### src/rtl/jzjpcc_mem_arbiter.sv
// Two-port (load/store + fetch) arbiter onto a single word-wide memory port.
// IDLE -> BUSY_x -> ACK -> IDLE; all outputs are registered.
module jzjpcc_mem_arbiter #(
    parameter int unsigned RR_ENABLE = 1
) (
    input  logic        clock,
    input  logic        reset,

    input  logic        ls_req,
    input  logic        ls_we,
    input  logic [29:0] ls_addr,
    input  logic [31:0] ls_wdata,
    input  logic [3:0]  ls_byteMask,
    output logic        ls_ack,
    output logic [31:0] ls_rdata,

    input  logic        if_req,
    input  logic [29:0] if_addr,
    output logic        if_ack,
    output logic [31:0] if_rdata,

    output logic        mem_req,
    output logic        mem_we,
    output logic [29:0] mem_addr,
    output logic [31:0] mem_wdata,
    output logic [3:0]  mem_byteMask,
    input  logic        mem_ready,
    input  logic [31:0] mem_rdata
);

    typedef enum logic [1:0] {
        IDLE,
        BUSY_LS,
        BUSY_IF,
        ACK
    } state_t;

    typedef enum logic {
        PORT_LS,
        PORT_IF
    } port_t;

    state_t state;
    port_t  last_grant;
    logic   rr_on;
    logic   pick_ls;

    assign rr_on = (RR_ENABLE != 0);

    // On a conflict LS wins unless round-robin says it was served last.
    always_comb begin
        pick_ls = 1'b0;
        if (ls_req) begin
            if (!if_req || !rr_on || last_grant == PORT_IF) begin
                pick_ls = 1'b1;
            end
        end
    end

    always_ff @(posedge clock or posedge reset) begin
        if (reset) begin
            state        <= IDLE;
            last_grant   <= PORT_IF;
            mem_req      <= 1'b0;
            mem_we       <= 1'b0;
            mem_addr     <= '0;
            mem_wdata    <= '0;
            mem_byteMask <= '0;
            ls_ack       <= 1'b0;
            if_ack       <= 1'b0;
            ls_rdata     <= '0;
            if_rdata     <= '0;
        end else begin
            unique case (state)
                IDLE: begin
                    ls_ack <= 1'b0;
                    if_ack <= 1'b0;
                    if (pick_ls) begin
                        state        <= BUSY_LS;
                        mem_req      <= 1'b1;
                        mem_we       <= ls_we;
                        mem_addr     <= ls_addr;
                        mem_wdata    <= ls_wdata;
                        mem_byteMask <= ls_byteMask;
                    end else if (if_req) begin
                        state        <= BUSY_IF;
                        mem_req      <= 1'b1;
                        mem_we       <= 1'b0;
                        mem_addr     <= if_addr;
                        mem_wdata    <= '0;
                        mem_byteMask <= 4'b1111;
                    end
                end
                BUSY_LS: begin
                    if (mem_ready) begin
                        state      <= ACK;
                        mem_req    <= 1'b0;
                        ls_rdata   <= mem_rdata;
                        ls_ack     <= 1'b1;
                        last_grant <= PORT_LS;
                    end
                end
                BUSY_IF: begin
                    if (mem_ready) begin
                        state      <= ACK;
                        mem_req    <= 1'b0;
                        if_rdata   <= mem_rdata;
                        if_ack     <= 1'b1;
                        last_grant <= PORT_IF;
                    end
                end
                ACK: begin
                    // A still-high req is ignored here; it is re-sampled in IDLE.
                    ls_ack <= 1'b0;
                    if_ack <= 1'b0;
                    state  <= IDLE;
                end
                default: begin
                    state <= IDLE;
                end
            endcase
        end
    end

endmodule

### config.mk
export PLATFORM = sky130hd
export DESIGN_NAME = jzjpcc_mem_arbiter
export DESIGN_NICKNAME = d
export VERILOG_FILES = /design/src/rtl/jzjpcc_mem_arbiter.sv
export SDC_FILE = /design/constraint.sdc
export NUM_CORES = 1
export LEC_CHECK = 0
export CAP_MARGIN = 20
export CORE_MARGIN = 3
export CORE_UTILIZATION = 41
export DETAILED_ROUTE_END_ITERATION = 6
export GPL_ROUTABILITY_DRIVEN = 1
export GPL_TIMING_DRIVEN = 0
export HOLD_SLACK_MARGIN = 0.03
export PLACE_DENSITY = 0.88
export SLEW_MARGIN = 20
export SYNTH_ARGS = -nofsm -noshare
export SYNTH_HDL_FRONTEND = slang
export SYNTH_SLANG_ARGS = --single-unit
### constraint.sdc
create_clock -name clock -period 6.4 [get_ports clock]
set_input_delay 1.28 -clock clock [delete_from_list [all_inputs] [get_ports clock]]
set_output_delay 1.28 -clock clock [all_outputs]
set_load 0.01 [all_outputs]
* Word level (Yosys, flattened, before mapping)
Index checks and enable logic that the tools add are counted.
** Cells by class
- Equality and inequality tests :: 7
- Reductions and logical operators :: 18
- Muxes and demuxes :: 22
** Operator list (number)
- two-way mux 32 bit :: 2
- two-way mux 30 bit :: 2
- AND reduction 2 bit :: 6
- nonzero test 2 bit :: 5
- two-way mux 1 bit :: 8
- two-way mux 4 bit :: 2
- one-hot mux 1 bit (2 select lines) :: 4
- two-way mux 2 bit :: 3
- one-hot mux 2 bit (3 select lines) :: 1
- AND reduction 3 bit :: 2
- equality test 2 bit, second input constant :: 2
- != test 2 bit, second input constant :: 2
- OR reduction 2 bit :: 2
- != test 3 bit, second input constant :: 1
- equality test 2 x 1 -> 1 bit, second input constant :: 1
- zero test 2 bit :: 1
- != test 2 x 1 -> 1 bit, second input constant :: 1
- zero test 1 bit :: 1
- logical OR 1 bit :: 1
** Storage, ports and cells
- Flip-flop bits (word level) :: 137

* Logic depth before layout (Yosys ltp)
Gate-level depths: netlist of run 1.
- Word-level depth :: 6
- Gate-level depth with buffers :: 7

* Least setup slack after synthesis of run 1
Ideal clock, no wire load.
- Kind :: input to register
- Start :: in mem_ready
- End :: reg if_rdata[10]
- Data required time :: 6.275 ns
- Path buffers :: 2
- Cell stages on the path :: 4
- Setup time :: 0.125 ns
- Arrival time :: 2.124 ns
- Slack :: 4.152 ns
- Path through :: buf_2 > nand2_1 > buf_2 > mux2_2
** Between the ends
- Word-level cells in the longest chain between the ends :: 1
** RTL lines
- from (decl) :: line 27 : input logic mem_ready,
- AND reduction 2 bit (no source line)
- to (signal assigned) :: line 107 : if_rdata <= mem_rdata;
- to (decl) :: line 20 : output logic [31:0] if_rdata,
No other way between the ends.
A chain may end at the register's enable or synchronous reset.

* Worst setup path in the final report of run 1
- Start :: reg ls_rdata[8]
- End :: out ls_rdata[8]
** RTL lines
- from (decl) :: line 15 : output logic [31:0] ls_rdata,
- from (signal assigned) :: line 98 : ls_rdata <= mem_rdata;
No word-level cell between the ends.

==> results.py, run 1 <==
metrics = {
    "outcome": {
        "status": "finished clean",
    },
    "synthesis": {
        "synth_flop_cell": "dfrtp_1",
        "syn_inst": 427,
        "synth_common_cells": "dfrtp_1 (136), mux2_2 (66), a22o_1 (34)",
        "synth.most_common_cell": "dfrtp_1",
        "synth_edf_count": 0,
        "netlist_top_cells_area": "dfrtp_1 (62%), mux2_2 (13%), a22o_1 (5.4%)",
        "synthDistinctLibCells": 26,
        "synth-seq-area-share_pct": 62.3,
        "yosys.area.top_type": "dfrtp_1",
        "yosys_register_bits": 137,
        "synth_area_per_cell_sq_um": 12.9,
        "synthArstFlopShare_pct": 100,
        "yosysWarnings": 0,
        "syn_area_sq_mm": 0.00551,
        "syn-num-nets": 566,
        "synth_top_area_share_pct": 61.8,
    },
    "timing": {
        "max_freq_mhz": 380,
        "slew_viol_final": 0,
        "slew_headroom_pct": 61.5,
        "fin_ws_ps": 3770,
        "min_period_ps": 2630,
        "setup_viol": 0,
        "hold_viol": 0,
        "worstMarginPinSlew_ps": 577,
        "period_share_pct": 41.1,
        "grt_setup_unrepaired": "false",
        "skew_ps": 5.07,
    },
    "floorplan": {
        "num_rows": 41,
        "core-area_sq_mm": 0.0129,
        "die-area_sq_mm": 0.0149,
        "io_pins": 268,
        "start_util_pct": 42.8,
        "dieWidth_um": 122,
        "die_h_um": 122,
    },
    "cts": {
        "clk_path_buf_depth": 2,
        "cts-root-buf": "clkbuf_16",
        "cts_buffers": 17,
        "cts_tree": "done",
        "cts_resized": 0,
        "postCtsSetupBuffers": 0,
        "h-tree-depth": 4,
        "cts_num_sinks": 137,
        "hold_buffers": 0,
        "insertion_delay_ps": 410,
        "cts.reportedPaths.clkPinSlew_ps": 60,
    },
    "setup_path": {
        "crit_buf_inv": 1,
        "cp-end-kind": "output port",
        "worstPathCellList": "clkdlybuf4s50_1",
        "cp_max_fo": 2,
        "cpPeakStageDelay_ps": 580,
        "required_ps": 5120,
        "critPathSlowestCell": "clkdlybuf4s50_1",
        "critPathArrivalTime_ps": 1350,
        "critPathKind": "flop to output port",
        "path_delay_family": "buffers and inverters",
        "critPathLaunchType": "flop",
    },
    "global_routing": {
        "grt_overflow_total": 0,
        "track_usage_pct": 23.7,
        "grt_pass1_wl_mm": 27.3,
        "grt_start_max_net_pins": 74,
        "first_global_vias": 5119,
        "antenna_found_initial": 0,
    },
    "power_and_ir_drop": {
        "total_power_mw": 4.68,
        "p_leak_nw": 3.83,
        "irDropWorstVdd_v": 0.000336,
        "powerDensity_mw_per_mm2": 514,
    },
    "route": {
        "wire_per_inst_um": 19.6,
        "num_vias": 4748,
        "drc": 0,
        "drtIter0Drc": 249,
        "first_pass_iters": 4,
        "drt-vias-per-instance": 5.30,
        "ant_nets": 0,
        "wirelength_mm": 17.6,
    },
    "placed_design": {
        "pre_cts_ws_ps": 3450,
        "place_congestion": 0.883,
        "io_buffers": 265,
        "hpwl_mm": 12.7,
    },
    "flow_run": {
        "maxCapViolCount": 0,
    },
    "finish": {
        "drive_above_1_share_pct": 17.1,
        "syn2layout_area_growth_pct": 65.4,
        "antenna_cells": 0,
        "fin_nets": 851,
    },
    "hold_path": {
        "hp-class": "flop to flop",
    },
}
flip-flops by register name, indices dropped and copies added (netlist names):
register / cells
mem_req: 1
last_grant: 1
mem_we: 1
ls_rdata: 32
ls_ack: 1
mem_wdata: 32
if_rdata: 32
if_ack: 1
state: 2
mem_addr: 30
mem_byteMask: 4
where the power goes:
part | total [mW] | switching (mW) | internal (mW)
Sequential | 1.51 | 0.230 | 1.28
Clock | 1.15 | 0.359 | 0.789
Combinational | 2.02 | 0.851 | 1.17
cell type report:
class / instances / area [sq um]
fillers: 879 / 3770
flip-flops and latches: 137 / 3430
repair buffers: 266 / 2680
multi-input cells: 250 / 1870
clock buffers: 19 / 453
clock inverters: 12 / 244
well taps: 172 / 215
plain buffers: 34 / 180
inverters: 6 / 30.0
metal layers:
metal  vias to the layer above  GRT usage (%)  wire length, um
met1                      2376           26.0             6390
met4                         0           8.40              320
met2                       220           42.0             9110
met3                        27           9.10             1770
met5                         -              0                0
li1                       2125              -                -
through the flow:
stage | cell area, sq um | setup TNS (ps) | instances | util [%] | hold slack [ps]
2_1_floorplan | 5510 | 0 | 427 | - | 441
3_3_place_gp | 8370 | -17590 | 864 | 65.0 | 466
3_5_place_dp | 8410 | 0 | 865 | 65.3 | 461
4_1_cts | 9110 | 0 | 896 | 70.7 | 471
5_1_grt | 9110 | 0 | 896 | 70.7 | 493
6_report | 9110 | 0 | 896 | 70.7 | 464
worst register-to-register path, stage by stage, from the launching register on:
cell,delay [ps]
dfrtp_1,390
inv_1,100
ha_1,230
nand2_1,220
buf_2,330
mux2_2,390
worst paths after layout:
path	slack [ps]	startpoint	end	cells after the start
setup / recovery	3770	ls_rdata[8]	ls_rdata[8]	1
hold / removal	460	last_grant	last_grant	2
setup reg to reg	4630	state[0]	if_rdata[6]	5
hold reg to reg	460	last_grant	last_grant	2
max in group asynchronous	4330	reset	last_grant	3
min in group asynchronous	1340	reset	mem_wdata[4]	2
kinds of logic after synthesis:
group           Yosys count  share of synthesized area (%)
fa+ha+maj                 5                           1.14
compound gates          137                           16.1
buf+inv                  40                           3.68
simple gates             41                           3.09
flops                   137                           62.3
mux                      67                           13.7
placed cells by master, fill, tap and decap left out, types with 3 or more instances in the layout:
cell,netlist,routed
inv_1,6,5
buf_2,17,17
buf_6,4,4
a31oi_1,30,30
bufinv_16,0,7
nand2_1,6,6
a22o_1,34,34
ha_1,5,5
clkbuf_1,12,12
nor2_1,30,30
o22ai_1,3,3
clkbuf_16,0,17
dfrtp_1,136,136
o21ai_0,30,30
a21oi_1,32,32
o22a_1,4,4
mux2_2,66,66
clkdlybuf4s50_1,0,265
Note: power is estimated with default switching activity, not from simulation.
==> inputs of run 2 (changes only) <==
--- a/config.mk
+++ b/config.mk
@@ -7,12 +7,12 @@
 export LEC_CHECK = 0
 export CAP_MARGIN = 20
 export CORE_MARGIN = 3
-export CORE_UTILIZATION = 41
+export CORE_UTILIZATION = 37
 export DETAILED_ROUTE_END_ITERATION = 6
 export GPL_ROUTABILITY_DRIVEN = 1
 export GPL_TIMING_DRIVEN = 0
 export HOLD_SLACK_MARGIN = 0.03
-export PLACE_DENSITY = 0.88
+export PLACE_DENSITY = 0.84
 export SLEW_MARGIN = 20
 export SYNTH_ARGS = -nofsm -noshare
 export SYNTH_HDL_FRONTEND = slang
==> constraint.sdc (replaced) <==
create_clock -name clock -period 2.3 [get_ports clock]
set_input_delay 0.46 -clock clock [delete_from_list [all_inputs] [get_ports clock]]
set_output_delay 0.46 -clock clock [all_outputs]
set_load 0.01 [all_outputs]
==> run 2 against run 1 <==
Against the previous run: worst setup slack lost 3300 ps; critical path type unchanged; utilization decreased by 6.9 points; total power grew to 2.7 times the previous value; highest routed layer is now met5; largest power group unchanged; largest cell class unchanged; die area increased by 10%; clock power up 140%; first-iteration DRC count is 24% lower.
==> results.py, run 2 (synthesis gave the netlist of run 1 again) <==
metrics = {
    "flow_run": {
        "maxCapViolCount": 0,
    },
    "finish": {
        "final_cell_mix": "clkdlybuf4s50_1 (265), dfrtp_1 (136), mux2_2 (66)",
        "design_area_sq_mm": 0.00907,
        "antenna_cells": 0,
        "fin_nets": 854,
        "syn2layout_area_growth_pct": 64.7,
        "layout_commonest_cell": "clkdlybuf4s50_1",
        "reg_top3": "if_rdata: 32 flops, ls_rdata: 32 flops, mem_wdata: 32 flops",
        "final_cells": 908,
        "fill_cells": 1060,
        "drive_above_1_share_pct": 17.6,
    },
    "floorplan": {
        "start_util_pct": 38.8,
        "dieWidth_um": 128,
        "io_pins": 268,
        "die-area_sq_mm": 0.0164,
        "die_h_um": 128,
        "num_rows": 43,
        "core-area_sq_mm": 0.0142,
    },
    "timing": {
        "worstMarginPinSlew_ps": 481,
        "skew_ps": 11.2,
        "grt_setup_unrepaired": "false",
        "period_share_pct": 79.9,
        "slew_viol_final": 0,
        "hold_viol": 0,
        "max_freq_mhz": 544,
        "tns_ps": 0,
        "fin_ws_ps": 463,
        "min_period_ps": 1840,
        "setup_viol": 0,
        "slew_headroom_pct": 67.9,
    },
    "power_and_ir_drop": {
        "power_frac_seq_pct": 33.4,
        "p_switching_mw": 4.05,
        "total_power_mw": 12.5,
        "p_leak_nw": 3.80,
        "p_comb_share_pct": 44.6,
        "p_int_mw": 8.48,
        "p_clk_share_pct": 22.0,
        "irDropWorstVdd_v": 0.000726,
        "powerDensity_mw_per_mm2": 1380,
        "swShare_pct": 32.3,
    },
    "cts": {
        "cts_num_sinks": 137,
        "h-tree-depth": 4,
        "clk_path_buf_depth": 2,
        "postCtsSetupBuffers": 0,
        "cts_resized": 0,
        "cts_tree": "done",
        "cts-root-buf": "clkbuf_16",
        "hold_buffers": 0,
        "cts_buffers": 17,
        "cts.reportedPaths.clkPinSlew_ps": 60,
        "insertion_delay_ps": 420,
    },
    "route": {
        "wire_per_inst_um": 18.5,
        "wirelength_mm": 16.8,
        "num_vias": 4640,
        "drc": 0,
        "first_pass_iters": 5,
        "drt-vias-per-instance": 5.11,
        "drtIter0Drc": 188,
        "ant_nets": 0,
    },
    "outcome": {
        "status": "finished clean",
    },
    "setup_path": {
        "cp_max_fo": 3,
        "required_ps": 1840,
        "cp-end-kind": "output port",
        "critPathArrivalTime_ps": 1380,
        "critPathLaunchType": "flop",
        "crit_buf_inv": 1,
        "cpPeakStageDelay_ps": 590,
        "critPathSlowestCell": "clkdlybuf4s50_1",
        "path_delay_family": "buffers and inverters",
        "critPathKind": "flop to output port",
        "worstPathCellList": "clkdlybuf4s50_1",
    },
    "placed_design": {
        "place_inst": 876,
        "place_congestion": 0.900,
        "pre_cts_ws_ps": 112,
        "io_buffers": 265,
        "placed_area_sq_mm": 0.00847,
        "hpwl_mm": 12.7,
    },
    "global_routing": {
        "grt_start_max_net_pins": 37,
        "grt_overflow_total": 0,
        "first_global_vias": 5023,
        "grt_pass1_wl_mm": 26.3,
        "antenna_found_initial": 1,
        "track_usage_pct": 20.4,
    },
    "hold_path": {
        "hp-class": "input pin to flop",
    },
}
==> run 2: changes by cell type in the layout (fill, tap and decap cells not counted), sizes merged <==
cell      delta
buf          +3
bufinv       -5
clkbuf       -1
clkinvlp     +2
inv          +5
==> run 2: through the flow <==
stage / hold slack [ps] / util, %
3_5_place_dp: 474 / 59.6
6_report: 331 / 63.9
5_1_grt: 331 / 63.9
3_3_place_gp: 476 / 59.1
2_1_floorplan: 441 / -
4_1_cts: 311 / 63.9
==> run 2: worst paths after layout <==
| check | start | to | slack (ps) | depth (start not counted) |
|---|---|---|---|---|
| hold / removal | mem_ready | ls_ack | 330 | 2 |
| max in group asynchronous | reset | mem_addr[19] | 1150 | 4 |
| setup / recovery | if_ack | if_ack | 460 | 1 |
| hold reg to reg | last_grant | last_grant | 480 | 2 |
| setup reg to reg | state[0] | if_rdata[18] | 530 | 5 |
| min in group asynchronous | reset | if_rdata[17] | 420 | 2 |
==> run 2: final cells by class <==
cell class              instances  area [sq um]  area share [%]
well taps                     180           225            2.48
clock buffers                  18           439            4.84
multi-input cells             250          1870            20.7
flip-flops and latches        137          3430            37.8
clock inverters                14           163            1.79
plain buffers                  34           180            1.99
inverters                       6          26.3           0.290
repair buffers                269          2730            30.1
==> run 2: power groups by stage <==
| stage | Sequential [mW] | Combinational, mW | Clock, mW |
|---|---|---|---|
| 3_5_place_dp | 4.21 | 5.62 | 0 |
| 4_1_cts | 4.19 | 5.66 | 2.81 |
| 3_3_place_gp | 4.13 | 5.45 | 0 |
| 6_report | 4.19 | 5.58 | 2.76 |
| 2_1_floorplan | 4.67 | 2.02 | 0 |
| 5_1_grt | 4.33 | 6.00 | 2.94 |
==> run 2: metal layers <==
metal | up-vias | wire length [um] | GRT usage (%)
met5 | - | 11 | 0
met4 | 2 | 291 | 7.30
met2 | 229 | 8400 | 35.2
met3 | 25 | 1730 | 8.21
met1 | 2257 | 6370 | 22.7
li1 | 2127 | - | -
==> inputs of run 3 (changes only) <==
--- a/config.mk
+++ b/config.mk
@@ -7,12 +7,12 @@
 export LEC_CHECK = 0
 export CAP_MARGIN = 20
 export CORE_MARGIN = 3
-export CORE_UTILIZATION = 37
+export CORE_UTILIZATION = 41
 export DETAILED_ROUTE_END_ITERATION = 6
 export GPL_ROUTABILITY_DRIVEN = 1
 export GPL_TIMING_DRIVEN = 0
 export HOLD_SLACK_MARGIN = 0.03
-export PLACE_DENSITY = 0.84
+export PLACE_DENSITY = 0.88
 export SLEW_MARGIN = 20
 export SYNTH_ARGS = -nofsm -noshare
 export SYNTH_HDL_FRONTEND = slang
==> constraint.sdc (replaced) <==
create_clock -name clock -period 1.9 [get_ports clock]
set_input_delay 0.38 -clock clock [delete_from_list [all_inputs] [get_ports clock]]
set_output_delay 0.38 -clock clock [all_outputs]
set_load 0.01 [all_outputs]
==> run 3 against run 2 <==
Against the previous run: total power is 25% higher; sequential share of layout area down 0.29 points; non-clock buffer count stayed put; combinational power increased by 22%; die area fell by 9.3%; routed wire length is 4.9% higher; worst setup slack worse by 330 ps; sequential power increased by 21%; cell count decreased by 0.88%; global-route usage is 3.9 points higher; via count grew 3.3%.
==> results.py, run 3 (synthesis gave the netlist of run 1 again) <==
metrics = {
    "outcome": {
        "status": "finished clean",
    },
    "timing": {
        "skew_ps": 5.69,
        "worstMarginPinSlew_ps": 500,
        "tns_ps": 0,
        "setup_viol": 0,
        "max_freq_mhz": 566,
        "grt_setup_unrepaired": "false",
        "slew_headroom_pct": 66.7,
        "slew_viol_final": 0,
        "fin_ws_ps": 134,
        "period_share_pct": 93.0,
        "hold_viol": 0,
        "min_period_ps": 1770,
        "whs_ps": 250,
    },
    "setup_path": {
        "path_delay_family": "buffers and inverters",
        "required_ps": 1520,
        "critPathKind": "flop to output port",
        "critPathArrivalTime_ps": 1390,
        "cpPeakStageDelay_ps": 600,
        "cp-end-kind": "output port",
        "crit_buf_inv": 1,
        "critPathLaunchType": "flop",
        "worstPathCellList": "clkdlybuf4s50_1",
        "critPathSlowestCell": "clkdlybuf4s50_1",
        "cp_max_fo": 2,
    },
    "power_and_ir_drop": {
        "swShare_pct": 31.1,
        "p_comb_share_pct": 43.6,
        "total_power_mw": 15.6,
        "p_leak_nw": 3.84,
        "irDropWorstVdd_v": 0.000928,
        "p_switching_mw": 4.87,
        "power_frac_seq_pct": 32.5,
        "p_int_mw": 10.8,
        "p_clk_share_pct": 23.9,
        "powerDensity_mw_per_mm2": 1710,
    },
    "global_routing": {
        "antenna_found_initial": 0,
        "grt_overflow_total": 0,
        "first_global_vias": 5176,
        "track_usage_pct": 24.3,
        "grt_start_max_net_pins": 37,
        "grt_pass1_wl_mm": 27.6,
    },
    "finish": {
        "syn2layout_area_growth_pct": 66.0,
        "fin_nets": 854,
        "drive_above_1_share_pct": 17.6,
        "final_util_pct": 71.0,
        "design_area_sq_mm": 0.00914,
        "antenna_cells": 0,
        "final_cell_mix": "clkdlybuf4s50_1 (265), dfrtp_1 (136), mux2_2 (66)",
        "layout_commonest_cell": "clkdlybuf4s50_1",
        "final_cells": 900,
        "reg_top3": "if_rdata: 32 flops, ls_rdata: 32 flops, mem_wdata: 32 flops",
    },
    "cts": {
        "cts_buffers": 17,
        "clk_path_buf_depth": 2,
        "postCtsSetupBuffers": 0,
        "cts-root-buf": "clkbuf_16",
        "cts_tree": "done",
        "cts.reportedPaths.clkPinSlew_ps": 60,
        "insertion_delay_ps": 420,
        "h-tree-depth": 4,
        "hold_buffers": 0,
        "cts_resized": 0,
        "cts_num_sinks": 137,
    },
    "floorplan": {
        "core-area_sq_mm": 0.0129,
        "die-area_sq_mm": 0.0149,
        "dieWidth_um": 122,
        "io_pins": 268,
        "start_util_pct": 42.8,
        "num_rows": 41,
        "die_h_um": 122,
    },
    "placed_design": {
        "pre_cts_ws_ps": -136,
        "place_inst": 868,
        "placed_area_sq_mm": 0.00846,
        "hpwl_mm": 13.2,
        "place_congestion": 0.804,
        "io_buffers": 265,
    },
    "route": {
        "drc": 0,
        "wirelength_mm": 17.6,
        "wire_per_inst_um": 19.6,
        "drtIter0Drc": 205,
        "drt-vias-per-instance": 5.32,
        "first_pass_iters": 4,
        "ant_nets": 0,
        "num_vias": 4792,
    },
    "hold_path": {
        "hp-class": "input pin to flop",
    },
    "flow_run": {
        "maxCapViolCount": 0,
    },
}
==> run 3: changes by cell type in the layout (fill, tap and decap cells not counted), sizes merged <==
cell      change
clkbuf        +4
bufinv        +3
inv           -7
clkinvlp      -1
clkinv        +1
==> run 3: worst paths after layout <==
path	startpoint	end	slack, ps	depth (start not counted)
max in group asynchronous	reset	last_grant	870	4
worst min-delay path	mem_ready	ls_ack	250	2
min in group asynchronous	reset	mem_wdata[22]	280	2
worst max-delay path	ls_rdata[25]	ls_rdata[25]	130	1
worst max register to register	state[0]	if_rdata[14]	160	5
worst min register to register	last_grant	last_grant	480	2
==> run 3: power by group through the flow <==
stage / Clock [mW] / Combinational (mW) / Sequential (mW)
2_1_floorplan: 0 / 2.45 / 5.65
3_3_place_gp: 0 / 6.61 / 5.01
3_5_place_dp: 0 / 6.81 / 5.11
4_1_cts: 3.79 / 6.89 / 5.09
5_1_grt: 3.91 / 7.35 / 5.24
6_report: 3.73 / 6.82 / 5.09
==> run 3: final cells by class <==
class                   instances  area (sq um)
fillers                       867          3740
flip-flops and latches        137          3430
repair buffers                269          2730
multi-input cells             250          1870
clock buffers                  22           494
well taps                     172           215
clock inverters                10           188
plain buffers                  34           180
inverters                       6          26.3
==> run 3: layer usage <==
metal	up-vias	part of all wire [%]	global-route usage [%]
met4	0	3.9	11.9
met2	248	50	41.1
met3	53	11	10.3
met1	2356	35	26.2
met5	-	0	0
li1	2135	-	-
